`config.mk`:
```
export PLATFORM = sky130hd
export DESIGN_NAME = hazard_ctrl_flat
export DESIGN_NICKNAME = d
export VERILOG_FILES = /design/src/rtl/hazard_pkg.sv /design/src/rtl/hazard_ctrl_if.sv /design/src/rtl/hazard_fwd_sel.sv /design/src/rtl/hazard_ctrl.sv /design/src/flat_wrapper.sv
export SDC_FILE = /design/constraint.sdc
export NUM_CORES = 1
export LEC_CHECK = 0
export CORE_MARGIN = 1
export CORE_UTILIZATION = 40
export DETAILED_ROUTE_END_ITERATION = 8
export GPL_TIMING_DRIVEN = 0
export HOLD_SLACK_MARGIN = 0.12
export MAX_ROUTING_LAYER = met4
export SYNTH_ARGS = -nofsm -noshare
export SYNTH_HDL_FRONTEND = slang
export SYNTH_SLANG_ARGS = --single-unit
export TNS_END_PERCENT = 5
```
`constraint.sdc`:
```
create_clock -name clk -period 2.7 [get_ports clk]
set_input_delay 0.405 -clock clk [delete_from_list [all_inputs] [get_ports clk]]
set_output_delay 0.405 -clock clk [all_outputs]
set_load 0.005 [all_outputs]
```
`src/rtl/hazard_pkg.sv`:
```
// Shared types for the pipeline hazard controller: forwarding-mux encoding
// and the per-stage shadow record kept for EX, MEM and WB.
package hazard_pkg;

  typedef enum logic [1:0] {
    FWD_NONE = 2'b00,
    FWD_WB   = 2'b01,
    FWD_MEM  = 2'b10
  } fwd_sel_t;

  typedef struct packed {
    logic       valid;
    logic [4:0] rd;
    logic [4:0] rs1;
    logic [4:0] rs2;
    logic       regwrite;
    logic       memread;
    logic       memacc;
  } stage_info_t;

  localparam stage_info_t STAGE_EMPTY = '0;

endpackage

```
`src/rtl/hazard_ctrl_if.sv`:
```
// Signal bundle between the core pipeline (master) and the hazard controller (slave).
interface hazard_ctrl_if #(
  parameter int CNT_W = 16
);
  import hazard_pkg::*;

  logic             id_valid;
  logic [4:0]       id_rs1;
  logic [4:0]       id_rs2;
  logic             id_uses_rs1;
  logic             id_uses_rs2;
  logic [4:0]       id_rd;
  logic             id_regwrite;
  logic             id_memread;
  logic             id_memacc;
  logic             mem_ready;
  logic             stall_if;
  logic             stall_id;
  logic             stall_ex;
  logic             bubble_ex;
  logic             bubble_wb;
  fwd_sel_t         fwd_a;
  fwd_sel_t         fwd_b;
  logic             mem_err;
  logic [CNT_W-1:0] stall_cycles;

  modport master (
    output id_valid, id_rs1, id_rs2, id_uses_rs1, id_uses_rs2, id_rd,
           id_regwrite, id_memread, id_memacc, mem_ready,
    input  stall_if, stall_id, stall_ex, bubble_ex, bubble_wb,
           fwd_a, fwd_b, mem_err, stall_cycles
  );

  modport slave (
    input  id_valid, id_rs1, id_rs2, id_uses_rs1, id_uses_rs2, id_rd,
           id_regwrite, id_memread, id_memacc, mem_ready,
    output stall_if, stall_id, stall_ex, bubble_ex, bubble_wb,
           fwd_a, fwd_b, mem_err, stall_cycles
  );

endinterface

```
`src/rtl/hazard_fwd_sel.sv`:
```
// Forwarding select for one EX operand; MEM wins over WB, loads in MEM are
// not forwardable (their data is not ready yet) and x0 is never forwarded.
module hazard_fwd_sel
  import hazard_pkg::*;
(
  input  logic [4:0] ex_rs_i,
  input  logic       mem_valid_i,
  input  logic       mem_regwrite_i,
  input  logic       mem_memread_i,
  input  logic [4:0] mem_rd_i,
  input  logic       wb_valid_i,
  input  logic       wb_regwrite_i,
  input  logic [4:0] wb_rd_i,
  output fwd_sel_t   sel_o
);

  always_comb begin
    sel_o = FWD_NONE;
    if (mem_valid_i && mem_regwrite_i && !mem_memread_i &&
        (mem_rd_i != 5'd0) && (mem_rd_i == ex_rs_i))
      sel_o = FWD_MEM;
    else if (wb_valid_i && wb_regwrite_i &&
             (wb_rd_i != 5'd0) && (wb_rd_i == ex_rs_i))
      sel_o = FWD_WB;
  end

endmodule

```
`src/rtl/hazard_ctrl.sv`:
```
// Pipeline hazard controller: shadows EX/MEM/WB, raises load-use and
// memory-wait stalls, selects forwarding, and tracks timeout / stall statistics.
module hazard_ctrl
  import hazard_pkg::*;
#(
  parameter int MEM_TIMEOUT = 64,
  parameter int CNT_W       = 16
) (
  input  logic          clk,
  input  logic          rst_n,
  hazard_ctrl_if.slave  hz
);

  localparam int WCNT_W = $clog2(MEM_TIMEOUT + 1);

  stage_info_t      id_info;
  stage_info_t      ex_q, ex_d, mem_q, mem_d, wb_q, wb_d;
  logic [WCNT_W-1:0] wait_q, wait_d;
  logic             err_q, err_d;
  logic [CNT_W-1:0] scnt_q, scnt_d;
  logic             mem_wait, load_use, lu_stall, stall_any;
  logic             wb_unused;

  assign id_info = '{valid:    hz.id_valid,
                     rd:       hz.id_rd,
                     rs1:      hz.id_rs1,
                     rs2:      hz.id_rs2,
                     regwrite: hz.id_regwrite,
                     memread:  hz.id_memread,
                     memacc:   hz.id_memacc};

  assign mem_wait = mem_q.valid & mem_q.memacc & ~hz.mem_ready;
  assign load_use = hz.id_valid & ex_q.valid & ex_q.memread & (ex_q.rd != 5'd0) &
                    ((hz.id_uses_rs1 & (hz.id_rs1 == ex_q.rd)) |
                     (hz.id_uses_rs2 & (hz.id_rs2 == ex_q.rd)));
  // A pending memory access freezes everything; load-use is re-judged once it completes.
  assign lu_stall  = load_use & ~mem_wait;
  assign stall_any = mem_wait | lu_stall;

  always_comb begin
    ex_d   = id_info;
    mem_d  = ex_q;
    wb_d   = mem_q;
    wait_d = '0;
    err_d  = err_q;
    scnt_d = scnt_q;
    if (mem_wait) begin
      ex_d   = ex_q;
      mem_d  = mem_q;
      wb_d   = STAGE_EMPTY;
      wait_d = (wait_q >= WCNT_W'(MEM_TIMEOUT)) ? wait_q : wait_q + 1'b1;
      if (wait_q >= WCNT_W'(MEM_TIMEOUT - 1))
        err_d = 1'b1;
    end else if (lu_stall) begin
      ex_d = STAGE_EMPTY;
    end
    if (stall_any && (scnt_q != '1))
      scnt_d = scnt_q + 1'b1;
  end

  always_ff @(posedge clk or negedge rst_n) begin
    if (!rst_n) begin
      ex_q   <= STAGE_EMPTY;
      mem_q  <= STAGE_EMPTY;
      wb_q   <= STAGE_EMPTY;
      wait_q <= '0;
      err_q  <= 1'b0;
      scnt_q <= '0;
    end else begin
      ex_q   <= ex_d;
      mem_q  <= mem_d;
      wb_q   <= wb_d;
      wait_q <= wait_d;
      err_q  <= err_d;
      scnt_q <= scnt_d;
    end
  end

  assign hz.stall_if     = stall_any;
  assign hz.stall_id     = stall_any;
  assign hz.stall_ex     = mem_wait;
  assign hz.bubble_ex    = lu_stall;
  assign hz.bubble_wb    = mem_wait;
  assign hz.mem_err      = err_q;
  assign hz.stall_cycles = scnt_q;

  // WB only needs valid/rd/regwrite; the remaining fields ride along in the shared record.
  assign wb_unused = ^{wb_q.rs1, wb_q.rs2, wb_q.memread, wb_q.memacc};

  hazard_fwd_sel u_fwd_a (
    .ex_rs_i        (ex_q.rs1),
    .mem_valid_i    (mem_q.valid),
    .mem_regwrite_i (mem_q.regwrite),
    .mem_memread_i  (mem_q.memread),
    .mem_rd_i       (mem_q.rd),
    .wb_valid_i     (wb_q.valid),
    .wb_regwrite_i  (wb_q.regwrite),
    .wb_rd_i        (wb_q.rd),
    .sel_o          (hz.fwd_a)
  );

  hazard_fwd_sel u_fwd_b (
    .ex_rs_i        (ex_q.rs2),
    .mem_valid_i    (mem_q.valid),
    .mem_regwrite_i (mem_q.regwrite),
    .mem_memread_i  (mem_q.memread),
    .mem_rd_i       (mem_q.rd),
    .wb_valid_i     (wb_q.valid),
    .wb_regwrite_i  (wb_q.regwrite),
    .wb_rd_i        (wb_q.rd),
    .sel_o          (hz.fwd_b)
  );

endmodule

```
`src/flat_wrapper.sv`:
```
// flat-port wrapper written by rule: the top's interface ports become plain ports
module hazard_ctrl_flat import hazard_pkg::*;
#(
  parameter int MEM_TIMEOUT = 64,
  parameter int CNT_W       = 16
)
  (clk, rst_n, hz_id_valid, hz_id_rs1, hz_id_rs2, hz_id_uses_rs1, hz_id_uses_rs2, hz_id_rd, hz_id_regwrite, hz_id_memread, hz_id_memacc, hz_mem_ready, hz_stall_if, hz_stall_id, hz_stall_ex, hz_bubble_ex, hz_bubble_wb, hz_fwd_a, hz_fwd_b, hz_mem_err, hz_stall_cycles);
  hazard_ctrl_if #(.CNT_W(CNT_W)) hz_i ();
  input  logic clk;
  input  logic rst_n;
  input wire logic [$bits(hz_i.id_valid)-1:0] hz_id_valid;
  input wire logic [$bits(hz_i.id_rs1)-1:0] hz_id_rs1;
  input wire logic [$bits(hz_i.id_rs2)-1:0] hz_id_rs2;
  input wire logic [$bits(hz_i.id_uses_rs1)-1:0] hz_id_uses_rs1;
  input wire logic [$bits(hz_i.id_uses_rs2)-1:0] hz_id_uses_rs2;
  input wire logic [$bits(hz_i.id_rd)-1:0] hz_id_rd;
  input wire logic [$bits(hz_i.id_regwrite)-1:0] hz_id_regwrite;
  input wire logic [$bits(hz_i.id_memread)-1:0] hz_id_memread;
  input wire logic [$bits(hz_i.id_memacc)-1:0] hz_id_memacc;
  input wire logic [$bits(hz_i.mem_ready)-1:0] hz_mem_ready;
  output wire logic [$bits(hz_i.stall_if)-1:0] hz_stall_if;
  output wire logic [$bits(hz_i.stall_id)-1:0] hz_stall_id;
  output wire logic [$bits(hz_i.stall_ex)-1:0] hz_stall_ex;
  output wire logic [$bits(hz_i.bubble_ex)-1:0] hz_bubble_ex;
  output wire logic [$bits(hz_i.bubble_wb)-1:0] hz_bubble_wb;
  output wire logic [$bits(hz_i.fwd_a)-1:0] hz_fwd_a;
  output wire logic [$bits(hz_i.fwd_b)-1:0] hz_fwd_b;
  output wire logic [$bits(hz_i.mem_err)-1:0] hz_mem_err;
  output wire logic [$bits(hz_i.stall_cycles)-1:0] hz_stall_cycles;
  assign hz_i.id_valid = hz_id_valid;
  assign hz_i.id_rs1 = hz_id_rs1;
  assign hz_i.id_rs2 = hz_id_rs2;
  assign hz_i.id_uses_rs1 = hz_id_uses_rs1;
  assign hz_i.id_uses_rs2 = hz_id_uses_rs2;
  assign hz_i.id_rd = hz_id_rd;
  assign hz_i.id_regwrite = hz_id_regwrite;
  assign hz_i.id_memread = hz_id_memread;
  assign hz_i.id_memacc = hz_id_memacc;
  assign hz_i.mem_ready = hz_mem_ready;
  assign hz_stall_if = hz_i.stall_if;
  assign hz_stall_id = hz_i.stall_id;
  assign hz_stall_ex = hz_i.stall_ex;
  assign hz_bubble_ex = hz_i.bubble_ex;
  assign hz_bubble_wb = hz_i.bubble_wb;
  assign hz_fwd_a = hz_i.fwd_a;
  assign hz_fwd_b = hz_i.fwd_b;
  assign hz_mem_err = hz_i.mem_err;
  assign hz_stall_cycles = hz_i.stall_cycles;
  hazard_ctrl #(.MEM_TIMEOUT(MEM_TIMEOUT), .CNT_W(CNT_W)) u_core (.clk(clk), .rst_n(rst_n), .hz(hz_i));
endmodule
```
==> results of run 1 <==
metal layers:
metal,up-vias,global-route usage (%)
met2,33,32.4
met3,16,3.85
met4,0,7.88
li1,1015,-
met5,-,-
met1,1030,24.4
critical path, stage by stage:
cell and delay, ns:
sky130_fd_sc_hd__clkdlybuf4s50_1 0.52, sky130_fd_sc_hd__xnor2_1 0.14, sky130_fd_sc_hd__nand4_1 0.17, sky130_fd_sc_hd__o22ai_4 0.24
sky130_fd_sc_hd__a21oi_4 0.11, sky130_fd_sc_hd__clkbuf_8 0.18, sky130_fd_sc_hd__inv_1 0.07, sky130_fd_sc_hd__buf_4 0.10
sky130_fd_sc_hd__clkdlybuf4s50_1 0.48
cell usage after synthesis (2+ instances only):
master | n | area, um2
sky130_fd_sc_hd__ha_1 | 2 | 25.0
sky130_fd_sc_hd__xnor2_1 | 26 | 228
sky130_fd_sc_hd__nand2_1 | 33 | 124
sky130_fd_sc_hd__clkbuf_1 | 5 | 18.8
sky130_fd_sc_hd__buf_4 | 2 | 15.0
sky130_fd_sc_hd__dfrtp_1 | 59 | 1480
sky130_fd_sc_hd__a21boi_0 | 3 | 22.5
sky130_fd_sc_hd__buf_1 | 2 | 7.51
sky130_fd_sc_hd__nor3_1 | 6 | 30.0
sky130_fd_sc_hd__inv_1 | 5 | 18.8
sky130_fd_sc_hd__nand3_1 | 11 | 55.1
sky130_fd_sc_hd__a21oi_1 | 2 | 10.0
sky130_fd_sc_hd__nor2_1 | 14 | 52.6
sky130_fd_sc_hd__nand2b_1 | 3 | 18.8
sky130_fd_sc_hd__and2_1 | 6 | 37.5
sky130_fd_sc_hd__nor4_1 | 7 | 43.8
sky130_fd_sc_hd__nand4_1 | 4 | 25.0
sky130_fd_sc_hd__a22o_1 | 19 | 166
sky130_fd_sc_hd__and3_1 | 2 | 12.5
sky130_fd_sc_hd__mux2_2 | 3 | 33.8
sky130_fd_sc_hd__xor2_1 | 20 | 175
flip-flops by register name, indices dropped and copies added (netlist names):
name and flops:
u_core.mem_q 9, u_core.ex_q 19, u_core.hz.stall_cycles 16, u_core.wb_q 7, u_core.wait_q 7, u_core.hz.mem_err 1
layout by cell type (no fill, tap or decap), drive strengths merged, types with 2 or more instances in the layout:
cell type	instances
or3	2
buf	8
ha	2
a21boi	3
inv	5
nor4	7
clkdlybuf4s50	44
clkbuf	17
nand2	33
a21oi	2
nor2	14
nor3	6
clkinv	3
xnor2	26
dlygate4sd2	3
mux2	3
and2	6
a31oi	2
nand4	5
dfrtp	59
nand3	11
nand2b	3
a22o	19
and3	2
xor2	20
per-stage QoR:
| step | hold WS [ns] | instance area [um2] | utilization, % | setup TNS [ns] | std cells |
|---|---|---|---|---|---|
| 2_1_floorplan | 0.109 | 2800 | - | 0 | 255 |
| 5_1_grt | 0.499 | 3630 | 53.8 | -0.425 | 402 |
| 6_report | 0.457 | 3630 | 53.8 | -0.217 | 402 |
| 4_1_cts | 0.460 | 3610 | 53.5 | -0.357 | 402 |
| 3_5_place_dp | 0.410 | 3400 | 50.4 | -1.23 | 385 |
| 3_3_place_gp | 0.441 | 3390 | 50.1 | -42.79 | 384 |
logic make-up (layout without fill, tap and decap cells):
group	Yosys count	after routing	synth area share, %
flip-flops	59	59	52.8
AO/OA/AOI/OAI	34	34	10.7
AND/OR/NAND/NOR	95	95	17.1
multiplexers	4	4	1.57
XOR/XNOR	46	46	14.4
buffers and inverters	15	82	2.55
adder cells (fa/ha/maj)	2	2	0.894
what timing repair did:
action,4_1_cts,5_1_grt
pin swaps,1,1
setup endpoints to repair,7,5
buffers inserted,1,0
gates resized for setup,13,5
hold buffers,1,0
endpoints found under the hold margin,20,0
layout make-up:
class                      instances  area share, %
buffer                            10           1.76
clock buffer                      12           3.99
clock inverter                     3          0.413
inverter                           5          0.516
multi-input combinational        181           35.6
sequential                        59           40.6
tap                               80           2.75
timing repair buffer              52           14.4
worst paths after layout:
| check | to | slack [ns] | depth (start not counted) |
|---|---|---|---|
| worst max-delay path | hz_stall_if | -0.12 | 9 |
| worst min-delay path | u_core.wb_q[18]$_DFF_PN0_ | 0.46 | 1 |
| worst max register to register | u_core.hz.stall_cycles[8]$_DFFE_PN0P_ | 0.39 | 8 |
| min in group asynchronous | u_core.ex_q[8]$_DFFE_PN0N_ | 0.58 | 2 |
| worst min register to register | u_core.wb_q[18]$_DFF_PN0_ | 0.46 | 1 |
| max in group asynchronous | u_core.mem_q[2]$_DFFE_PN0N_ | 1.55 | 3 |
power by group:
group | internal (mW) | switching [mW]
logic | 0.297 | 0.215
clock network | 0.349 | 0.326
registers | 1.01 | 0.154
total | 1.65 | 0.694
==> results.json, run 1 <==
{
  "drt_pass1_iterations": 4,
  "required_ns": 2.30,
  "dominantRegCellSynth": "sky130_fd_sc_hd__dfrtp_1",
  "power_density_mw_per_mm2": 646,
  "hold_path_startpoint": "u_core.mem_q[0]$_DFFE_PN0N_",
  "floorplan.initialDensity_pct": 41.4,
  "finalNetCount": 344,
  "largest_fanout_of_any_net_on_the_critical_path": 10,
  "die_w_um": 85.6,
  "design.core.area_mm2": 0.00676,
  "detail_route.wirelength_um": 6250,
  "dp_slack_ns": -0.531,
  "cts.clk_slew.worst_paths_ns": 0.06,
  "synth-seq-area-share_pct": 52.8,
  "report.power.total_mw": 2.35,
  "critPathArrivalTime_ns": 2.41,
  "initial_antenna_violation_count": 0,
  "wl_met1_um": 2810,
  "yosys_warnings": 0,
  "ys_types": 42,
  "ff_latch_area_mm2": 0.00148,
  "rows": 30,
  "failing_checks": "setup timing",
  "overflow": 0,
  "total_i_o_pin_count": 50,
  "postSynthNetCount": 281,
  "origin_of_the_critical_flop_to_flop_path": "u_core.hz.stall_cycles[0]$_DFFE_PN0P_",
  "cell_area_after_synthesis_mm2": 0.00280,
  "syn_to_final_growth_pct": 29.9,
  "grt_setup_unrepaired": "true",
  "number_of_violations_of_the_max_capacitance_limit": 0,
  "layout.filler_cells": 631,
  "cts_sinks": 59,
  "num_vias": 2094,
  "cts-buffers-inserted": 9,
  "met3RoutedLength_um": 183,
  "synth.avg_cell_area_um2": 11.0,
  "globalRouteTotalUtil_pct": 19.9,
  "final_antenna_net_count": 0,
  "tritoncts": "done",
  "timing.final.crit_share_pct": 104,
  "number_of_enable_type_register_cells_in_the_synthesized_netlist": 0,
  "top_signal_layer_used": "met4",
  "worstSetupPathType": "input port to output port",
  "startpoint": "hz_id_rs1[2]",
  "detailedRoute.firstIterationViolations": 79,
  "critical_path.startpoint_type": "input port",
  "cts.root.buffer_cell": "sky130_fd_sc_hd__clkbuf_8",
  "min-delay-path-class": "flip-flop to flip-flop",
  "maximum_number_of_pins_on_one_net_before_global_route_repair": 40,
  "max_freq_ghz": 0.355,
  "die_area_mm2": 0.00733,
  "synth-async-reset-ratio_pct": 100,
  "fin_skew_ns": 0.00592,
  "yosys_register_bits": 59,
  "setup-violations-final": 3,
  "antennaDiodeCount": 0,
  "vias_per_cell": 5.21,
  "post-dp-hpwl_um": 4600,
  "cts.path.max_buffers": 2,
  "worst_pin_slew_ns": 0.535,
  "via_count_of_the_first_global_routing_pass": 2167,
  "run_status": "complete, but fails checks",
  "gp_congestion": 0.781,
  "drc_errors": 0,
  "die-height_um": 85.6,
  "timing.max_slew.rel_slack_pct": 64.3,
  "worst_skew_pair.late_latency_ns": 0.33,
  "io_buffer_count": 49,
  "detailed_route_wirelength_on_metal2_um": 3120,
  "worst_setup_path_end_kind": "output port",
  "multiInputGateArea_mm2": 0.00129,
  "wire_per_inst_um": 15.5,
  "grt_pass1_wl_um": 10700,
  "fin_crit_ns": 2.82,
  "h-tree-depth": 3,
  "finalHoldViolCount": 0,
  "post_route_cells_drive_above_1_share_pct": 10.9,
  "max-vdd-ir-drop_uv": 426,
  "timing.final.max_slew_violations": 0,
  "static-leakage-power_nw": 1.64,
  "final_critical_path_setup_slack_ns": -0.116,
  "netlist_instances": 255
}
Power figures use the tool's default switching activity.
==> run 2: changes to the inputs <==
--- a/config.mk
+++ b/config.mk
@@ -11,6 +11,7 @@
 export GPL_TIMING_DRIVEN = 0
 export HOLD_SLACK_MARGIN = 0.12
 export MAX_ROUTING_LAYER = met4
+export PLACE_DENSITY_LB_ADDON = 0.15
 export SYNTH_ARGS = -nofsm -noshare
 export SYNTH_HDL_FRONTEND = slang
 export SYNTH_SLANG_ARGS = --single-unit
==> run 2 against run 1 <==
Against the previous run: the flow now finishes without violations; count of clock-buffer cells in the layout fell by 1; via count rose by 1.1%; wire length fell by 3.3%; fmax rose by 6.6%; core utilization rose by 1.2 points; global-route usage fell by 0.31 points; final cell count rose by 0.50%; clock power rose by 36%; first-iteration DRC count fell by 30%; critical endpoint unchanged; highest routed layer unchanged.
==> results.json, run 2 (synthesis gave the netlist of run 1 again) <==
{
  "run_status": "complete, no violations",
  "number_of_violations_of_the_max_capacitance_limit": 0,
  "cts.path.max_buffers": 2,
  "gp_congestion": 0.787,
  "cts-buffers-inserted": 9,
  "detail_route.wirelength_um": 6050,
  "critical_path.reg2reg.endpoint": "u_core.hz.stall_cycles[8]$_DFFE_PN0P_",
  "worst_pin_slew_ns": 0.511,
  "worst_reg_to_reg_cells": 8,
  "maximum_number_of_pins_on_one_net_before_global_route_repair": 41,
  "design.core.area_mm2": 0.00676,
  "startpoint": "hz_id_rs2[0]",
  "power_density_mw_per_mm2": 695,
  "post-dp-hpwl_um": 4420,
  "overflow": 0,
  "cts_sinks": 59,
  "cts.root.buffer_cell": "sky130_fd_sc_hd__clkbuf_8",
  "antennaDiodeCount": 0,
  "final_antenna_net_count": 0,
  "grt_setup_unrepaired": "false",
  "fin_skew_ns": 0.00665,
  "timing.max_slew.rel_slack_pct": 65.9,
  "die_area_mm2": 0.00733,
  "syn_to_final_growth_pct": 32.9,
  "critPathArrivalTime_ns": 2.24,
  "die_w_um": 85.6,
  "max-vdd-ir-drop_uv": 435,
  "timing.final.max_slew_violations": 0,
  "rows": 30,
  "num_vias": 2116,
  "post_route_cells_drive_above_1_share_pct": 13.6,
  "setup-violations-final": 0,
  "origin_of_the_critical_flop_to_flop_path": "u_core.hz.stall_cycles[0]$_DFFE_PN0P_",
  "via_count_of_the_first_global_routing_pass": 2256,
  "io_buffer_count": 49,
  "timing.final.crit_share_pct": 97.9,
  "min-delay-path-class": "input port to flip-flop",
  "finalNetCount": 345,
  "floorplan.initialDensity_pct": 41.4,
  "ff2ff_setup_slack_ns": 0.41,
  "die-height_um": 85.6,
  "regMostFlops": "u_core.ex_q",
  "grt_pass1_wl_um": 10600,
  "drt_pass1_iterations": 4,
  "drc_errors": 0,
  "cts.clk_slew.worst_paths_ns": 0.07,
  "critical_path.startpoint_type": "input port",
  "h-tree-depth": 3,
  "globalRouteTotalUtil_pct": 19.6,
  "worstSetupPathType": "input port to output port",
  "wire_per_inst_um": 15.0,
  "largest_reg_flops": 19,
  "most_used_cells_in_the_layout_excluding_fill_and_tap_cells": "55 x sky130_fd_sc_hd__dfrtp_1, 39 x sky130_fd_sc_hd__clkdlybuf4s50_1, 33 x sky130_fd_sc_hd__nand2_1",
  "vias_per_cell": 5.24,
  "end_point_of_the_critical_path": "hz_stall_if",
  "finalHoldViolCount": 0,
  "initial_antenna_violation_count": 0,
  "layout.cells.most_common": "sky130_fd_sc_hd__dfrtp_1",
  "total_i_o_pin_count": 50,
  "static-leakage-power_nw": 1.70,
  "layout.core_utilization_pct": 55.0,
  "required_ns": 2.30,
  "fin_crit_ns": 2.64,
  "largest_fanout_of_any_net_on_the_critical_path": 8,
  "worst_skew_pair.late_latency_ns": 0.34,
  "detailedRoute.firstIterationViolations": 55,
  "report.power.total_mw": 2.59,
  "worst_setup_path_end_kind": "output port",
  "max_freq_ghz": 0.379,
  "tritoncts": "done"
}
[run 2: per-stage QoR]
stage | instances | cell area (um2) | worst slack [ns] | hold WS (ns) | setup TNS, ns
3_3_place_gp | 384 | 3390 | -0.685 | 0.442 | -41.39
5_1_grt | 404 | 3720 | 0.00553 | 0.360 | 0
4_1_cts | 403 | 3700 | -0.0993 | 0.460 | -0.161
2_1_floorplan | 255 | 2800 | 0.673 | 0.109 | 0
6_report | 404 | 3720 | 0.0580 | 0.354 | 0
3_5_place_dp | 385 | 3400 | -0.567 | 0.392 | -1.30
[run 2: how the worst min path moves through the flow]
stage                                      startpoint                           to  slack, ns  cells past startpoint
after floorplan                                 rst_n   u_core.ex_q[0]$_DFFE_PN0N_       0.11                      0
after global routing                     hz_id_rs1[2]  u_core.ex_q[10]$_DFFE_PN0N_       0.36                      2
after CTS                 u_core.mem_q[0]$_DFFE_PN0N_    u_core.wb_q[18]$_DFF_PN0_       0.46                      1
after global placement    u_core.mem_q[0]$_DFFE_PN0N_    u_core.wb_q[18]$_DFF_PN0_       0.44                      1
final                                    hz_id_rs1[1]   u_core.ex_q[9]$_DFFE_PN0N_       0.35                      2
after detailed placement                        rst_n   u_core.ex_q[9]$_DFFE_PN0N_       0.39                      1
[run 2: power breakdown]
group	internal (mW)	total, mW	switching [mW]	leakage (nW)
combinational	0.298	0.512	0.214	0.846
clock	0.565	0.914	0.349	0.119
sequential	1.01	1.16	0.152	0.735
[run 2: routing by layer]
layer | track usage (%) | vias up | share of wire, %
met3 | 3.18 | 13 | 2.8
met2 | 31.3 | 41 | 50
li1 | - | 1021 | -
met5 | - | - | 0
met4 | 10.2 | 0 | 2.6
met1 | 24.0 | 1041 | 44
[run 2: worst max-delay path, stage by stage]
cell and delay [ns]:
sky130_fd_sc_hd__clkdlybuf4s50_1 0.51, sky130_fd_sc_hd__xnor2_1 0.13, sky130_fd_sc_hd__nand4_1 0.17, sky130_fd_sc_hd__o22ai_4 0.23
sky130_fd_sc_hd__a21oi_4 0.14, sky130_fd_sc_hd__inv_2 0.08, sky130_fd_sc_hd__buf_4 0.09, sky130_fd_sc_hd__clkdlybuf4s50_1 0.48
[run 2: what timing repair did]
item,4_1_cts,5_1_grt
buffers inserted,1,2
endpoints found under the setup margin,7,4
pin swaps,2,5
hold buffers,1,0
resized for setup,20,10
hold endpoints to repair,19,0
[run 2: cell type report]
cell class | instances | area [um2]
flip-flops and latches | 59 | 1480
inverters | 5 | 18.8
plain buffers | 9 | 52.6
multi-input cells | 181 | 1290
clock inverters | 5 | 75.1
well taps | 80 | 100
repair buffers | 54 | 546
fillers | 601 | 3040
clock buffers | 11 | 151
==> run 3: changes to the inputs <==
--- a/config.mk
+++ b/config.mk
@@ -14,5 +14,6 @@
 export PLACE_DENSITY_LB_ADDON = 0.15
 export SYNTH_ARGS = -nofsm -noshare
 export SYNTH_HDL_FRONTEND = slang
+export SYNTH_HIERARCHICAL = 1
 export SYNTH_SLANG_ARGS = --single-unit
 export TNS_END_PERCENT = 5
==> run 3 against run 2 <==
Against the previous run: combinational power up 5.3%; critical path depth unchanged; sequential power about the same; synthesized cell count up 0.39%; count of clock-buffer cells in the layout unchanged; sequential share of layout area down 1.6 points; synthesized area up 3.8%; setup slack better by 0.0064 ns; critical path type unchanged; largest power group unchanged.
==> results.json, run 3 <==
{
  "run_status": "complete, no violations",
  "cts.path.max_buffers": 2,
  "number_of_enable_type_register_cells_in_the_synthesized_netlist": 0,
  "detailedRoute.firstIterationViolations": 88,
  "max-vdd-ir-drop_uv": 440,
  "synth-compound-area-share_pct": 11.3,
  "design.core.area_mm2": 0.00691,
  "fin_setup_tns_ns": 0,
  "synth-seq-area-share_pct": 50.9,
  "area_share_of_the_largest_cell_type_after_synthesis_pct": 50.9,
  "worst_reg_to_reg_cells": 9,
  "globalRouteTotalUtil_pct": 19.1,
  "number_of_violations_of_the_max_capacitance_limit": 0,
  "worst_pin_slew_ns": 0.588,
  "cts-buffers-inserted": 9,
  "tritoncts": "done",
  "critical_path.reg2reg.endpoint": "u_core/hz.stall_cycles[14]$_DFFE_PN0P_",
  "worstHoldEndpoint": "u_core/ex_q[12]$_DFFE_PN0N_",
  "yosys_warnings": 6,
  "wl_met1_um": 2730,
  "ff2ff_setup_slack_ns": 0.33,
  "timing.max_slew.rel_slack_pct": 60.8,
  "die_w_um": 87.2,
  "cts_sinks": 59,
  "setup-violations-final": 0,
  "dominant_combinational_cell_family_by_area_after_synthesis": "simple AND/OR/NAND/NOR gates",
  "origin_of_the_critical_flop_to_flop_path": "u_core/ex_q[16]$_DFFE_PN0N_",
  "synth.avg_cell_area_um2": 11.3,
  "gp_congestion": 0.763,
  "timing.final.crit_share_pct": 97.6,
  "syn_to_final_growth_pct": 32.9,
  "synthSimpleGateAreaFrac_pct": 19.9,
  "ys_top_cells_by_area": "sky130_fd_sc_hd__dfrtp_1 51%, sky130_fd_sc_hd__xnor2_1 8.4%, sky130_fd_sc_hd__a22o_1 5.7%, sky130_fd_sc_hd__nand2_1 4.3%, sky130_fd_sc_hd__xor2_1 3.9%",
  "drt_pass1_iterations": 5,
  "synth-async-reset-ratio_pct": 100,
  "largest_reg_flops": 19,
  "muxShareOfSynthArea_pct": 1.90,
  "min_path_cells": 2,
  "finalHoldViolCount": 0,
  "yosys_register_bits": 59,
  "min-delay-path-class": "input port to flip-flop",
  "detailed_route_wirelength_on_metal2_um": 3320,
  "die-height_um": 87.2,
  "overflow": 0,
  "post-dp-hpwl_um": 4590,
  "worst_setup_path_end_kind": "output port",
  "worstSetupPathType": "input port to output port",
  "cts.clk_slew.worst_paths_ns": 0.06,
  "top_signal_layer_used": "met4",
  "hold_path_startpoint": "hz_id_rs1[4]",
  "timing.final.max_slew_violations": 0,
  "postSynthNetCount": 282,
  "fin_crit_ns": 2.64,
  "via_count_of_the_first_global_routing_pass": 2099,
  "netlist_instances": 256,
  "cts.root.buffer_cell": "sky130_fd_sc_hd__clkbuf_8",
  "largest_fanout_of_any_net_on_the_critical_path": 7,
  "initial_antenna_violation_count": 1,
  "post_route_cells_drive_above_1_share_pct": 17.0,
  "power_density_mw_per_mm2": 693,
  "regMostFlops": "u_core/ex_q",
  "cell_area_after_synthesis_mm2": 0.00290,
  "most_used_cells_in_the_layout_excluding_fill_and_tap_cells": "59 x sky130_fd_sc_hd__dfrtp_1, 47 x sky130_fd_sc_hd__clkdlybuf4s50_1, 33 x sky130_fd_sc_hd__nand2_1",
  "fin_skew_ns": 0.00886,
  "grt_pass1_wl_um": 10400,
  "total_i_o_pin_count": 50,
  "synth.top_cells.by_count": "59 x sky130_fd_sc_hd__dfrtp_1, 33 x sky130_fd_sc_hd__nand2_1, 28 x sky130_fd_sc_hd__xnor2_1, 19 x sky130_fd_sc_hd__a22o_1, 13 x sky130_fd_sc_hd__xor2_1",
  "ys_types": 47,
  "maximum_number_of_pins_on_one_net_before_global_route_repair": 37,
  "wire_per_inst_um": 15.0,
  "h-tree-depth": 3,
  "worst_skew_pair.late_latency_ns": 0.34,
  "finalNetCount": 350,
  "layout.core_utilization_pct": 55.9,
  "io_buffer_count": 49,
  "grt_setup_unrepaired": "false",
  "drc_errors": 0,
  "vias_per_cell": 5.00,
  "max_freq_ghz": 0.379,
  "yosys.area_share.adder_pct": 0.862,
  "critPathArrivalTime_ns": 2.23,
  "die_area_mm2": 0.00760,
  "detail_route.wirelength_um": 6400,
  "met3RoutedLength_um": 288,
  "num_vias": 2130,
  "floorplan.initialDensity_pct": 42.0,
  "synth_largest_area_cell": "sky130_fd_sc_hd__dfrtp_1",
  "report.power.total_mw": 2.67,
  "static-leakage-power_nw": 1.70,
  "critical_path.startpoint_type": "input port",
  "final_antenna_net_count": 0,
  "layout.cells.most_common": "sky130_fd_sc_hd__dfrtp_1",
  "dominant_cell_by_count_in_the_synthesized_netlist": "sky130_fd_sc_hd__dfrtp_1",
  "required_ns": 2.30,
  "rows": 30,
  "area_share_of_xor_xnor_cells_in_the_synthesized_design_pct": 12.4,
  "dominantRegCellSynth": "sky130_fd_sc_hd__dfrtp_1"
}
run 3: changes by cell type in the layout (fill, tap and decap cells not counted), moves of 3 or more:
cell and change:
sky130_fd_sc_hd__buf_4 +7, sky130_fd_sc_hd__clkdlybuf4s50_1 +8, sky130_fd_sc_hd__dfrtp_1 +4, sky130_fd_sc_hd__dfrtp_2 -4
sky130_fd_sc_hd__dlygate4sd2_1 -5, sky130_fd_sc_hd__dlymetal6s2s_1 -3, sky130_fd_sc_hd__nand3_1 -5, sky130_fd_sc_hd__nor4_1 -5
sky130_fd_sc_hd__nor4b_2 +3, sky130_fd_sc_hd__xor2_1 -7
run 3: how the worst max path moves through the flow:
stage	start	to	slack, ns	cells past startpoint
2_1_floorplan	hz_mem_ready	hz_stall_ex	0.78	6
3_3_place_gp	rst_n	u_core/ex_q[0]$_DFFE_PN0N_	-0.71	1
3_5_place_dp	hz_mem_ready	hz_stall_ex	-0.57	8
4_1_cts	hz_id_rs1[4]	hz_stall_if	0.02	8
5_1_grt	hz_id_rs1[2]	hz_stall_if	0.00006	8
6_report	hz_id_rs1[1]	hz_stall_if	0.06	8
run 3: cells by family (layout without fill, tap and decap cells):
group,Yosys count,count (layout)
mux,5,5
flops,59,59
buf+inv,16,89
other cells,0,1
fa+ha+maj,2,2
xor+xnor,41,41
simple gates,98,98
compound gates,35,35
run 3: per-layer routing:
metal  vias up  GRT usage (%)
met5         -              -
met4         0           7.15
met3         8           5.40
met2        36           30.9
met1      1046           22.6
li1       1040              -
run 3: metrics by stage:
stage               instances  worst slack [ns]  hold slack [ns]  area, um2
floorplan                 256             0.779            0.109       2900
global placement          401            -0.705            0.453       3510
detailed placement        402            -0.573            0.439       3530
CTS                       419            0.0217            0.473       3800
global route              426         0.0000584            0.394       3860
finish                    426            0.0644            0.397       3860
run 3: worst max-delay path, stage by stage:
cell and delay, ns:
sky130_fd_sc_hd__clkdlybuf4s50_1 0.52, sky130_fd_sc_hd__xnor2_1 0.13, sky130_fd_sc_hd__nand4_1 0.12, sky130_fd_sc_hd__o22ai_2 0.27
sky130_fd_sc_hd__a21oi_4 0.13, sky130_fd_sc_hd__inv_2 0.08, sky130_fd_sc_hd__buf_4 0.09, sky130_fd_sc_hd__clkdlybuf4s50_1 0.48
run 3: final cells by class:
| cell class | instances | area (um2) |
|---|---|---|
| antenna | 1 | 2.50 |
| sequential | 59 | 1480 |
| multi-input combinational | 181 | 1360 |
| buffer | 8 | 52.6 |
| fill | 644 | 3050 |
| inverter | 6 | 22.5 |
| tap | 96 | 120 |
| clock inverter | 5 | 100 |
| clock buffer | 11 | 141 |
| timing repair buffer | 59 | 578 |
run 3: where the power goes:
part	internal [mW]	total (mW)	switching [mW]
clock	0.635	0.974	0.339
combinational	0.311	0.539	0.227
sequential	1.00	1.16	0.158
total	1.95	2.67	0.724
run 3: timing repair:
| item | 4_1_cts | 5_1_grt |
|---|---|---|
| hold buffers | 1 | 0 |
| pin swaps | 4 | 2 |
| setup endpoints to repair | 4 | 2 |
| buffers inserted | 2 | 6 |
| hold endpoints to repair | 23 | 0 |
| resized for setup | 7 | 4 |
